### src/rtl/calc_pkg.sv
// calc_pkg: key codes, entry FSM states and operator encodings for the calculator entry path
package calc_pkg;
  localparam logic [4:0] K_ADD = 5'd10;
  localparam logic [4:0] K_SUB = 5'd11;
  localparam logic [4:0] K_MUL = 5'd12;
  localparam logic [4:0] K_DIV = 5'd13;
  localparam logic [4:0] K_EQ  = 5'd14;
  localparam logic [4:0] K_CLR = 5'd15;
  typedef enum logic [1:0] {S_A, S_B, S_SHOW, S_ERR} state_t;
  typedef enum logic [1:0] {OP_ADD, OP_SUB, OP_MUL, OP_DIV} op_t;
  function automatic op_t key_op(input logic [4:0] k);
    return op_t'(k[1:0] - 2'd2);
  endfunction
endpackage

### src/rtl/calc_dec_accum.sv
// calc_dec_accum: decimal digit accumulator with digit-count and range rejection
module calc_dec_accum #(
  parameter int W = 8,
  parameter int MAX_DIGITS = 3,
  localparam int CW = $clog2(MAX_DIGITS + 1)
) (
  input  logic          clk,
  input  logic          rst,
  input  logic          clr,
  input  logic          load,
  input  logic [W-1:0]  load_val,
  input  logic [CW-1:0] load_cnt,
  input  logic          dig_en,
  input  logic [3:0]    dig,
  output logic [W-1:0]  value,
  output logic [CW-1:0] count,
  output logic          rej
);
  logic [W-1:0] val_q, val_d;
  logic [CW-1:0] cnt_q, cnt_d;
  logic [W+3:0] nxt;
  logic take;
  assign nxt = {4'b0, val_q} * (W+4)'(10) + (W+4)'(dig);
  assign rej = dig_en & ((cnt_q == CW'(MAX_DIGITS)) | (nxt > {4'b0, {W{1'b1}}}));
  assign take = dig_en & ~rej;
  assign value = val_q;
  assign count = cnt_q;
  always_comb begin
    val_d = clr ? '0 : load ? load_val : take ? nxt[W-1:0] : val_q;
    cnt_d = clr ? '0 : load ? load_cnt : take ? cnt_q + CW'(1) : cnt_q;
  end
  always_ff @(posedge clk) begin
    if (rst) begin
      val_q <= '0;
      cnt_q <= '0;
    end else begin
      val_q <= val_d;
      cnt_q <= cnt_d;
    end
  end
endmodule

### src/rtl/calc_entry_ctrl.sv
// calc_entry_ctrl: keypad entry sequencer producing operands and op select; CALC_CHAIN_EN enables result chaining via res_in
module calc_entry_ctrl
  import calc_pkg::*;
#(
  parameter int W = 8,
  parameter int MAX_DIGITS = 3
) (
  input  logic         clk,
  input  logic         rst,
  input  logic         key_valid,
  input  logic [4:0]   key_code,
  output logic         key_ready,
  output logic         key_rej,
  output logic [W-1:0] operand_a,
  output logic [W-1:0] operand_b,
  output logic         sel_a,
  output logic         sel_b,
  output logic         sel_c,
  output logic         sel_d,
  output logic         go,
  output logic         err
`ifdef CALC_CHAIN_EN
  ,
  input  logic [W-1:0] res_in
`endif
);
  localparam int CW = $clog2(MAX_DIGITS + 1);
  state_t state_q, state_d;
  op_t op_q, op_d;
  logic go_q, go_d, rej_q, rej_d;
  logic a_clr, a_load, a_dig, a_rej, b_clr, b_dig, b_rej;
  logic [W-1:0] a_load_val;
  logic [CW-1:0] a_load_cnt, b_cnt, unused_a_cnt;
  logic acc, is_dig, is_op, is_eq, is_clr, show;
  assign key_ready = ~rst & ~go_q;
  assign acc = key_valid & key_ready;
  assign is_dig = key_code < 5'd10;
  assign is_op = key_code >= K_ADD && key_code <= K_DIV;
  assign is_eq = key_code == K_EQ;
  assign is_clr = key_code == K_CLR;
  assign show = state_q == S_SHOW;
  assign sel_a = show & (op_q == OP_ADD);
  assign sel_b = show & (op_q == OP_SUB);
  assign sel_c = show & (op_q == OP_DIV);
  assign sel_d = show & (op_q == OP_MUL);
  assign go = go_q;
  assign key_rej = rej_q;
  assign err = state_q == S_ERR;
  calc_dec_accum #(.W(W), .MAX_DIGITS(MAX_DIGITS)) u_acc_a (
    .clk(clk), .rst(rst), .clr(a_clr), .load(a_load), .load_val(a_load_val),
    .load_cnt(a_load_cnt), .dig_en(a_dig), .dig(key_code[3:0]),
    .value(operand_a), .count(unused_a_cnt), .rej(a_rej)
  );
  calc_dec_accum #(.W(W), .MAX_DIGITS(MAX_DIGITS)) u_acc_b (
    .clk(clk), .rst(rst), .clr(b_clr), .load(1'b0), .load_val('0),
    .load_cnt('0), .dig_en(b_dig), .dig(key_code[3:0]),
    .value(operand_b), .count(b_cnt), .rej(b_rej)
  );
  always_comb begin
    state_d = state_q;
    op_d = op_q;
    go_d = 1'b0;
    rej_d = 1'b0;
    a_clr = 1'b0;
    a_load = 1'b0;
    a_load_val = '0;
    a_load_cnt = '0;
    a_dig = 1'b0;
    b_clr = 1'b0;
    b_dig = 1'b0;
    if (acc && is_clr) begin
      state_d = S_A;
      op_d = OP_ADD;
      a_clr = 1'b1;
      b_clr = 1'b1;
    end else if (acc) begin
      unique case (state_q)
        S_A: begin
          a_dig = is_dig;
          rej_d = a_rej;
          if (is_op) begin
            op_d = key_op(key_code);
            b_clr = 1'b1;
            state_d = S_B;
          end
        end
        S_B: begin
          b_dig = is_dig;
          rej_d = b_rej;
          if (is_op && b_cnt == '0) op_d = key_op(key_code);
          if (is_eq && b_cnt != '0) begin
            go_d = !(op_q == OP_DIV && operand_b == '0);
            state_d = go_d ? S_SHOW : S_ERR;
          end
        end
        S_SHOW: begin
          if (is_dig) begin
            a_load = 1'b1;
            a_load_val = W'(key_code[3:0]);
            a_load_cnt = CW'(1);
            b_clr = 1'b1;
            state_d = S_A;
          end
`ifdef CALC_CHAIN_EN
          else if (is_op) begin
            a_load = 1'b1;
            a_load_val = res_in;
            a_load_cnt = CW'(MAX_DIGITS);
            op_d = key_op(key_code);
            b_clr = 1'b1;
            state_d = S_B;
          end
`endif
        end
        default: ;
      endcase
    end
  end
  always_ff @(posedge clk) begin
    if (rst) begin
      state_q <= S_A;
      op_q <= OP_ADD;
      go_q <= 1'b0;
      rej_q <= 1'b0;
    end else begin
      state_q <= state_d;
      op_q <= op_d;
      go_q <= go_d;
      rej_q <= rej_d;
    end
  end
endmodule
### config.mk
export PLATFORM = sky130hd
export DESIGN_NAME = calc_entry_ctrl
export DESIGN_NICKNAME = d
export VERILOG_FILES = /design/src/rtl/calc_pkg.sv /design/src/rtl/calc_dec_accum.sv /design/src/rtl/calc_entry_ctrl.sv
export SDC_FILE = /design/constraint.sdc
export NUM_CORES = 1
export LEC_CHECK = 0
export ABC_AREA = 1
export BUFFER_PORTS_ARGS = -buffer_cell sky130_fd_sc_hd__buf_2
export CAP_MARGIN = 20
export CORE_ASPECT_RATIO = 1.25
export CORE_MARGIN = 4
export CORE_UTILIZATION = 43
export CTS_CLUSTER_SIZE = 30
export DETAILED_ROUTE_END_ITERATION = 7
export PLACE_DENSITY = 0.62
export SLEW_MARGIN = 20
export SYNTH_ARGS = -nofsm -noshare
export SYNTH_HDL_FRONTEND = slang
export SYNTH_SLANG_ARGS = --single-unit
### constraint.sdc
create_clock -name clk -period 5.7 [get_ports clk]
set_input_delay 0.57 -clock clk [delete_from_list [all_inputs] [get_ports clk]]
set_output_delay 0.57 -clock clk [all_outputs]
set_load 0.02 [all_outputs]
---- Word level (Yosys, flattened, before mapping) ----
Cells that the tools add are included.
W data, S select, Z words.
storage, ports and cells
  register bits ........................... 26
  output and inout bits ................... 24
operators by class
  equal/unequal tests ..................... 14
  reduce and logical (&&, ||, !) cells .... 21
  $lt $le $gt $ge ......................... 5
  add/sub/neg operators ................... 5
  multiply operators ...................... 2
  multiplexer cells ....................... 36
  bitwise gates (word level) .............. 19
operators by type and width
  operator                count
  $add A12 B4 Y12         2
  $gt A12 B8 Y1 const B   2
  $mul A8 B3 Y11 const B  2
  $mux W1                 19
  $mux W4                 4
  $mux W8                 2
  $mux W2                 7
  $eq A2 B2 Y1 const B    6
  $and A1 B1 Y1           10
  $eq A5 B4 Y1 const B    2
  $logic_not A8 Y1        1
  $ne A2 B2 Y1 const B    4
  $not A1 Y1              7
  $logic_not A2 Y1        3
  $pmux W2 S3             1
  $reduce_bool A2 Y1      3
  $reduce_or A2 Y1        3
  $ge A5 B4 Y1 const B    1
  $le A5 B4 Y1 const B    1
  $logic_and A1 B1 Y1     5
  $lt A5 B4 Y1 const B    1
  $reduce_and A5 Y1       1
  $reduce_or A5 Y1        1
  $add A2 B1 Y2 const B   2
  other kinds (9)         12

---- Longest topological paths before layout ----
Gate-level depths: netlist of the first run.
  word-level depth ........................ 10
  mapped depth ............................ 16
  mapped depth without buffers ............ 16

---- Cells and area by module ----
Synthesis of the first run repeated with hierarchy kept, for this count alone.
second synthesis, totals
  cells, all modules ...................... 422
  area, all modules ....................... 2783.9 µm²
modules (own cells, without submodules)
  module                     instances  area each (µm²)  sequential area each (µm²)  cells each
  calc_dec_accum at u_acc_b  1          1161.1           200.2                       169
  calc_dec_accum at u_acc_a  1          1067.3           200.2                       151
  calc_entry_ctrl            1          555.5            120.1                       102

---- Worst setup path after synthesis of the first run ----
No wires, ideal clock.
  path type ............................... register to register
  start ................................... register u_acc_a.val_q[1] (netlist: u_acc_a.value[1])
  end ..................................... register u_acc_a.val_q[6] (netlist: u_acc_a.value[6])
  stages on the path, launching flop included .. 16
  required time ........................... 5584 ps
  setup time .............................. 116 ps
  slack ................................... 3193 ps
  clock period less this slack ............ 2507 ps
  data arrival time ....................... 2391 ps
  path through ............................ dfxtp_1 -> ha_1 -> ha_1 -> inv_1 -> fa_1 -> inv_1 -> nand2_1 -> inv_1 -> nand3_1 -> inv_1 -> nand2_2 -> nand2_4 -> nand4_2 -> buf_6 -> o21ai_0 -> nor2_1
on the way
  cells in the longest elaborated chain, start to end .. 8
  elaborated cells on any way between the ends .. 10
ends and longest elaborated chain
  item                          RTL line              source
  from (decl)                   calc_dec_accum.sv:19  logic [W-1:0] val_q, val_d;
  from (signal assigned)        calc_dec_accum.sv:37  val_q <= val_d;
  $mul A8 B3 Y11 (*)            calc_dec_accum.sv:23  assign nxt = {4'b0, val_q} * (W+4)'(10) + (W+4)'(dig);
  $add A12 B4 Y12 (*)           calc_dec_accum.sv:23
  $gt A12 B8 Y1                 calc_dec_accum.sv:24  assign rej = dig_en & ((cnt_q == CW'(MAX_DIGITS)) | (nxt > {4'b0, {W{1'b1}}}));
  $or A1 B1 Y1                  calc_dec_accum.sv:24
  $and A1 B1 Y1                 calc_dec_accum.sv:24
  $not A1 Y1                    calc_dec_accum.sv:25  assign take = dig_en & ~rej;
  $and A1 B1 Y1                 calc_dec_accum.sv:25
  $reduce_bool A2 Y1 (no line)  --
Mark *: on every way between the ends. The rest lies on a longest branch, timed or not. The select of a mux whose other input is x is not followed.
A chain may end at the register's enable or synchronous reset.

---- Worst setup path after layout of the first run ----
  start ................................... register u_acc_a.val_q[1] (netlist: u_acc_a.value[1])
  end ..................................... register u_acc_a.val_q[1] (netlist: u_acc_a.value[1])
on the way
  cells in the longest elaborated chain, start to end .. 8
ends and longest elaborated chain
  item                          RTL line
  $mul A8 B3 Y11                calc_dec_accum.sv:23
  $add A12 B4 Y12               calc_dec_accum.sv:23
  $gt A12 B8 Y1                 calc_dec_accum.sv:24
  $or A1 B1 Y1                  calc_dec_accum.sv:24
  $and A1 B1 Y1                 calc_dec_accum.sv:24
  $not A1 Y1                    calc_dec_accum.sv:25
  $and A1 B1 Y1                 calc_dec_accum.sv:25
  $reduce_bool A2 Y1 (no line)  --
Every way passes these cells.

==> results by group, run 1 <==
Run status
  – Status: finished, final reports clean

Route
  – Post-DRT Antenna Nets: 0
  – Vias per cell: ~5.2
  – Drt pass-1 iters: 6
  – Drt wl/cell: ~13 um
  – DRC viols: 0
  – Via count: around 2.3k
  – WL final: about 5700 um
  – First DRT Iteration DRCs: approximately 120

Global routing
  – GR Overflow Total: 0
  – Pin count of the biggest net entering global routing: 22
  – Vias in the first global route: between 2k and 2.5k
  – Initial antenna violation count: 0
  – Global-route usage over all layers: 0.1760
  – Global-route wire length before repair: slightly below 10000 um

Clock network
  – Post-cts gate resize count: 0
  – Max Root-Sink Buffers: 2
  – Worst-Skew Late Latency: ~0.28 ns
  – Setup bufs post-CTS: 0
  – Clk pin slew, worst setup/hold paths: ~0.1 ns
  – Root buffer cell: clkbuf_8
  – Hold Buf Count CTS: 0
  – CTS tree: built
  – Clock tree sinks: 26
  – CTS buffer count: 3
  – H-tree depth: 1

Final layout
  – Layout Nets: 423
  – Ratio of cells with drive above 1 in the final layout: 0.1592
  – Final core occ: 0.4952
  – Most frequent cells in the layout: nand2_1, inv_1, nor2_1
  – N_diodes: 0
  – P&R area growth vs syn: 11.00%
  – Commonest non-fill, non-tap cell in the layout: nand2_1

Worst setup path
  – Crit path required time: about 5.9 ns
  – CP Launch Point: u_acc_a.value[1]
  – Crit-path max FO: 12
  – Reg2reg setup slack: 2.85 ns
  – Critical path endpoint: u_acc_a.value[1]
  – Worst-path cell chain: ha_1 -> ha_1 -> inv_1 -> fa_1 -> inv_1 -> nand2_1 -> inv_1 -> nand3_1 -> inv_1 -> nand2_2 -> nand2_4 -> nand4_2 -> nand2_1 -> inv_1 -> nor2_1 -> nor2_1
  – Depth of the most critical reg-to-reg path: 16
  – CP Capture Type: flop
  – CP max stage delay: between 0.4 and 0.5 ns
  – Worst setup SP type: flop
  – Critical R2R Launch: u_acc_a.value[1]
  – Critical path type: reg2reg
  – R2r endpoint: u_acc_a.value[1]
  – Slowest cell on crit path: dfxtp_1
  – CP Data Arrival Time: ~3.0 ns
  – CP dominant cell by count: inv_1

Timing
  – Final setup viols: 0
  – F_max: between 300 and 400 MHz
  – Worst slew pin tran: around 0.74 ns
  – Clk_skew: ~0.0071 ns
  – RSZ-0062 raised after global routing: no
  – Final min period: between 2 and 3 ns
  – Hold Vio Cnt, Final: 0
  – Period utilisation layout: 0.4991
  – Setup TNS: 0 ns
  – Max-slew violations: 0
  – Slew headroom: 0.5082

Power and ir drop
  – Max VDD drop: about 91 uV
  – Leak: between 1 and 1.5 nW
  – Power Dens Cells: 150.6 mW/mm^2
  – Design Power: approximately 400 uW

Placement
  – Post-DP HPWL: 4530 um
  – GPL Wtd Cong: 0.7648
  – I/O Buffers: 31

Job
  – Maxcap violations: 0

Floorplanning
  – I/O pins: 32
  – Die area: between 0.006 and 0.007 mm^2
  – Site row count: 30
  – Die H: 92.31 um
  – Horiz. Die Dim: about 75 um
  – Core box area: around 0.0055 mm^2
  – Initial Utilization: 0.4461

Synth
  – Yosys reg bits: 26
  – Synthesized net count: a little under 400
  – Synth unique cells: 36
  – Mapped Area: between 0.002 and 0.0025 mm^2
  – Syn Area/Cell: roughly 7.0 um^2
  – Sequential share of the synthesized area: 0.2129
  – Gate count after technology mapping: 348
  – Yosys warns: 0

Worst hold path
  – HP Class: reg2reg
-- cell usage after synthesis --
library cell | instances | area share
a211oi_1 | 1 | 0.0031
a21boi_0 | 1 | 0.0031
a21oi_1 | 27 | 0.055
a21oi_2 | 3 | 0.011
a21oi_4 | 1 | 0.0067
and2_1 | 1 | 0.0026
and2_4 | 1 | 0.0036
buf_2 | 3 | 0.0061
buf_6 | 3 | 0.014
dfxtp_1 | 26 | 0.21
fa_1 | 4 | 0.033
ha_1 | 33 | 0.17
inv_1 | 43 | 0.066
inv_2 | 3 | 0.0046
nand2_1 | 69 | 0.11
nand2_2 | 5 | 0.013
nand2_4 | 2 | 0.0092
nand3_1 | 32 | 0.066
nand3b_1 | 8 | 0.025
nand4_1 | 3 | 0.0077
nand4_2 | 2 | 0.010
nor2_1 | 37 | 0.057
nor2_2 | 2 | 0.0051
nor2_4 | 1 | 0.0046
nor3_1 | 9 | 0.018
nor3_4 | 1 | 0.0067
nor4_1 | 3 | 0.0077
o21a_1 | 1 | 0.0031
o21ai_0 | 8 | 0.016
o21ai_2 | 1 | 0.0036
o21bai_1 | 1 | 0.0031
o41ai_1 | 1 | 0.0036
or2_2 | 1 | 0.0026
xnor2_1 | 3 | 0.011
xnor2_2 | 1 | 0.0067
xor2_1 | 7 | 0.025
-- area by class of cell --
type,instances,area (um^2)
sequential,26,520.5
clock inverter,1,30.03
inverter,46,172.7
fill,597,2766
tap,64,80.08
multi-input combinational,270,1714
clock buffer,3,41.29
timing repair buffer,31,155.1
-- routing by layer --
layer / share of wire / track usage / vias up
met5: 0 / 0 / -
met4: 0.020 / 0.05831 / 0
met3: 0.036 / 0.02172 / 9
met2: 0.52 / 0.3134 / 50
met1: 0.42 / 0.2109 / 1044
li1: - / - / 1206
-- per-stage QoR --
step | cell area, um^2 | worst slack [ns] | std cells | hold WS [ns]
after CTS | 2708 | 2.844 | 441 | 0.4917
after global placement | 2636 | 2.843 | 437 | 0.4721
after detailed placement | 2636 | 2.850 | 437 | 0.4765
after global routing | 2714 | 2.622 | 441 | 0.5278
after floorplan | 2445 | 3.193 | 348 | 0.4543
final | 2714 | 2.855 | 441 | 0.4917
-- power breakdown --
group          leakage, nW  internal [mW]  total (mW)  switching, mW
Clock               0.0357         0.0941       0.157         0.0625
Combinational         1.18         0.0221      0.0633         0.0412
Sequential           0.210          0.185       0.189        0.00382
Total                 1.42          0.301       0.409          0.108
-- logic make-up (layout without fill, tap and decap cells) --
logic type,Yosys count,in the layout,share of synthesized area
DFF,26,26,0.2129
adders and majority gates,37,37,0.2016
and+or+nand+nor,177,177,0.3439
xor gates and xnor gates,11,11,0.04248
AOI/OAI and AO/OA,45,45,0.1085
buffers and inverters,52,81,0.09058
-- worst min path at each step --
| stage | cells after the start | slack (ns) | to | from |
|---|---|---|---|---|
| after floorplan | 2 | 0.45 | u_acc_a.count[1] | u_acc_a.count[1] |
| after detailed placement | 2 | 0.48 | u_acc_a.count[1] | u_acc_a.count[1] |
| after global placement | 2 | 0.47 | u_acc_a.count[1] | u_acc_a.count[1] |
| after global routing | 2 | 0.53 | u_acc_a.count[1] | u_acc_a.count[1] |
| final | 2 | 0.49 | u_acc_a.count[1] | u_acc_a.count[1] |
| after CTS | 2 | 0.49 | u_acc_a.count[1] | u_acc_a.count[1] |
-- worst max-delay path: cells and delay by family (launching register included) --
| family | cells | cell delay, ns |
|---|---|---|
| adders and majority gates | 3 | 0.92 |
| buffers and inverters | 5 | 0.39 |
| DFF | 1 | 0.44 |
| and+or+nand+nor | 8 | 0.97 |
-- state kept, by name, summed over array words and instances, names as in the netlist --
register	cells
u_acc_b.count	2
u_acc_a.value	8
go	1
key_rej	1
u_acc_b.value	8
u_acc_a.count	2
op_q	2
state_q	2
(Power assumes the default switching activity.)
==> run 2: changes to the inputs <==
--- a/config.mk
+++ b/config.mk
@@ -13,7 +13,7 @@
 export CORE_UTILIZATION = 43
 export CTS_CLUSTER_SIZE = 30
 export DETAILED_ROUTE_END_ITERATION = 7
-export PLACE_DENSITY = 0.62
+export PLACE_DENSITY = 0.65
 export SLEW_MARGIN = 20
 export SYNTH_ARGS = -nofsm -noshare
 export SYNTH_HDL_FRONTEND = slang
==> constraint.sdc (replaced) <==
create_clock -name clk -period 2.4 [get_ports clk]
set_input_delay 0.24 -clock clk [delete_from_list [all_inputs] [get_ports clk]]
set_output_delay 0.24 -clock clk [all_outputs]
set_load 0.02 [all_outputs]
==> run 2 against run 1 <==
The run now ends with setup timing left; via count is 6.4% higher; sequential share of layout area is 2.5 points lower; global-route usage is 0.11 points higher; clock-buffer cell count stayed put; clock skew is 0.0053 ns lower; utilization is 8.6 points higher; cell area is 17% higher; power is 150% higher; worst setup slack worse by 2.9 ns; combinational power grew to 2.9 times the previous value; first-iteration DRC count is 0.82% lower; register-to-register slack worse by 2.9 ns.
==> results by group, run 2 (synthesized netlist as in run 1, its figures left out) <==
Run status
  – Status: complete, but fails checks (was finished, final reports clean)
  – Violated checks: setup timing

Global routing
  – Grt met2 use: 0.3444 (was 0.3134)
  – Met3 GRT Util: 0.02389 (was 0.02172)
  – Met1 Track Usage GR: 0.1798 (was 0.2109)
  – GR peak layer: met2 (unchanged)
  – Vias in the first global route: 2368 (was 2249)
  – Pin count of the biggest net entering global routing: 22 (unchanged)
  – Global-route usage over all layers: 0.1771 (was 0.1760)
  – GR Overflow Total: 0 (unchanged)
  – Global-route wire length before repair: 9825 um (was 9756 um)
  – Initial antenna violation count: 0 (unchanged)

Power and ir drop
  – Comb pwr share: 0.180 (was 0.155)
  – Clk pwr share: 0.374 (was 0.383)
  – Reg power frac: 0.445 (was 0.462)
  – Net Sw Frac: 0.2681 (was 0.2632)
  – Psw: 269.0 uW (was 107.6 uW)
  – Power Dens Cells: 315.0 mW/mm^2 (was 150.6 mW/mm^2)
  – Int Power: 734.4 uW (was 301.0 uW)
  – Max VDD drop: 196.9 uV (was 91.43 uV)
  – Leak: 1.576 nW (was 1.424 nW)

Worst setup path
  – CP Capture Type: flop (unchanged)
  – Critical path type: reg2reg (unchanged)
  – Crit path required time: 2.58 ns (was 5.88 ns)
  – Worst setup SP type: flop (unchanged)
  – Crit-path max FO: 5 (was 12)
  – CP Data Arrival Time: 2.61 ns (was 3.02 ns)

Final layout
  – Filler Cells Inserted: 518 (was 597)
  – P&R area growth vs syn: 30.30% (was 11.00%)
  – N_diodes: 0 (unchanged)
  – Post-route design area: 0.003186 mm^2 (was 0.002714 mm^2)
  – Ratio of cells with drive above 1 in the final layout: 0.3325 (was 0.1592)
  – Most frequent cells in the layout: nand2_1, inv_1, nor2_1 (unchanged)
  – Layout Nets: 455 (was 423)
  – Commonest non-fill, non-tap cell in the layout: nand2_1 (unchanged)

Placement
  – Post-DP HPWL: 4904 um (was 4530 um)
  – DP Area: 0.002836 mm^2 (was 0.002636 mm^2)
  – GPL Wtd Cong: 0.8263 (was 0.7648)
  – I/O Buffers: 31 (unchanged)

Clock network
  – CTS buffer count: 3 (unchanged)
  – Clk pin slew, worst setup/hold paths: 0.10 ns (about the same)
  – H-tree depth: 1 (unchanged)
  – Clock tree sinks: 26 (unchanged)
  – CTS tree: built (unchanged)
  – Max Root-Sink Buffers: 2 (unchanged)
  – Root buffer cell: clkbuf_8 (unchanged)
  – Worst-Skew Late Latency: 0.28 ns (about the same)
  – Hold Buf Count CTS: 0 (unchanged)

Route
  – Post-DRT Antenna Nets: 0 (unchanged)
  – DRC viols: 0 (unchanged)
  – Drt pass-1 iters: 4 (was 6)
  – WL final: 6283 um (was 5678 um)
  – Vias per cell: 5.195 (was 5.236)
  – Via count: 2457 (was 2309)
  – First DRT Iteration DRCs: 121 (was 122)
  – Drt wl/cell: 13.28 um (was 12.88 um)

Timing
  – Worst slew pin tran: 0.3923 ns (was 0.7353 ns)
  – Final WS setup: -0.02431 ns (was 2.855 ns)
  – Final setup viols: 9 (was 0)
  – RSZ-0062 raised after global routing: yes (was no)
  – F_max: 412.5 MHz (was 351.5 MHz)
  – Final min period: 2.424 ns (was 2.845 ns)
  – Hold Vio Cnt, Final: 0 (unchanged)
  – Max-slew violations: 0 (unchanged)
  – Setup TNS: -0.1040 ns (was 0 ns)
  – Clk_skew: 0.001750 ns (was 0.007077 ns)
  – Period utilisation layout: 1.010 (was 0.4991)
  – Slew headroom: 0.7357 (was 0.5082)

Floorplanning
  – Initial Utilization: 0.4461 (unchanged)
  – I/O pins: 32 (unchanged)
  – Core box area: 0.005480 mm^2 (unchanged)
  – Horiz. Die Dim: 75.44 um (unchanged)
  – Site row count: 30 (unchanged)
  – Die H: 92.31 um (unchanged)
  – Die area: 0.006963 mm^2 (unchanged)

Worst hold path
  – HP Class: in2reg (was reg2reg)

Job
  – Maxcap violations: 0 (unchanged)
## run 2: cell count changes in the layout (fill, tap and decap cells not counted), sizes merged
cell,delta
buf,+32
## run 2: final timing paths
path               startpoint               end  slack (ns)  cells past startpoint
max          u_acc_b.value[3]  u_acc_b.value[7]       -0.02                     15
min reg2reg  u_acc_a.count[1]  u_acc_a.count[1]        0.49                      2
max reg2reg  u_acc_b.value[3]  u_acc_b.value[7]       -0.02                     15
min                       rst  u_acc_a.value[1]        0.30                      4
## run 2: critical path, stage by stage (launching register included)
cell     delay, ns
dfxtp_2       0.35
ha_4          0.26
ha_4          0.12
inv_2         0.03
fa_2          0.37
xnor2_2       0.21
nand2_1       0.09
nor2_2        0.14
nand3_1       0.11
nand3_2       0.08
nand2_2       0.07
nor2_4        0.16
buf_6         0.13
nand3_1       0.08
nand2_1       0.07
nor2_1        0.04
## run 2: area by class of cell
| type | instances | area (um^2) | share of cell area |
|---|---|---|---|
| flip-flops and latches | 26 | 531.8 | 0.1669 |
| clock buffers | 3 | 41.29 | 0.01296 |
| inverters | 46 | 172.7 | 0.05420 |
| clock inverters | 1 | 30.03 | 0.009427 |
| repair buffers | 63 | 410.4 | 0.1288 |
| multi-input cells | 270 | 1919 | 0.6025 |
| well taps | 64 | 80.08 | 0.02514 |
## run 2: power groups by stage
stage               Clock, mW  Sequential [mW]  Combinational, mW
finish                  0.376            0.447              0.181
global route            0.394            0.448              0.201
CTS                     0.385            0.446              0.168
detailed placement          0            0.456              0.164
global placement            0            0.456              0.161
floorplan                   0            0.462              0.104
## run 2: stage by stage
step / worst slack [ns] / total power [mW] / hold slack (ns) / instances / utilization
detailed placement: -0.09031 / 0.6197 / 0.4841 / 463 / 0.5176
global placement: -0.09009 / 0.6171 / 0.4727 / 463 / 0.5176
CTS: -0.008831 / 0.9989 / 0.2936 / 467 / 0.5406
global route: -0.1622 / 1.044 / 0.3112 / 473 / 0.5813
floorplan: 0.01006 / 0.5660 / 0.3749 / 348 / -
finish: -0.02431 / 1.004 / 0.3013 / 473 / 0.5813
## run 2: metal layers
layer,vias to the layer above,share of wire
met2,38,0.55
met3,13,0.022
met5,-,0
met4,0,0.028
met1,1132,0.40
li1,1274,-
## run 2: timing repair
| item | CTS | global route |
|---|---|---|
| hold endpoints to repair | 0 | 0 |
| setup buffers | 0 | 6 |
| resized for setup | 13 | 39 |
| pin swaps | 2 | 23 |
| setup endpoints to repair | 19 | 21 |
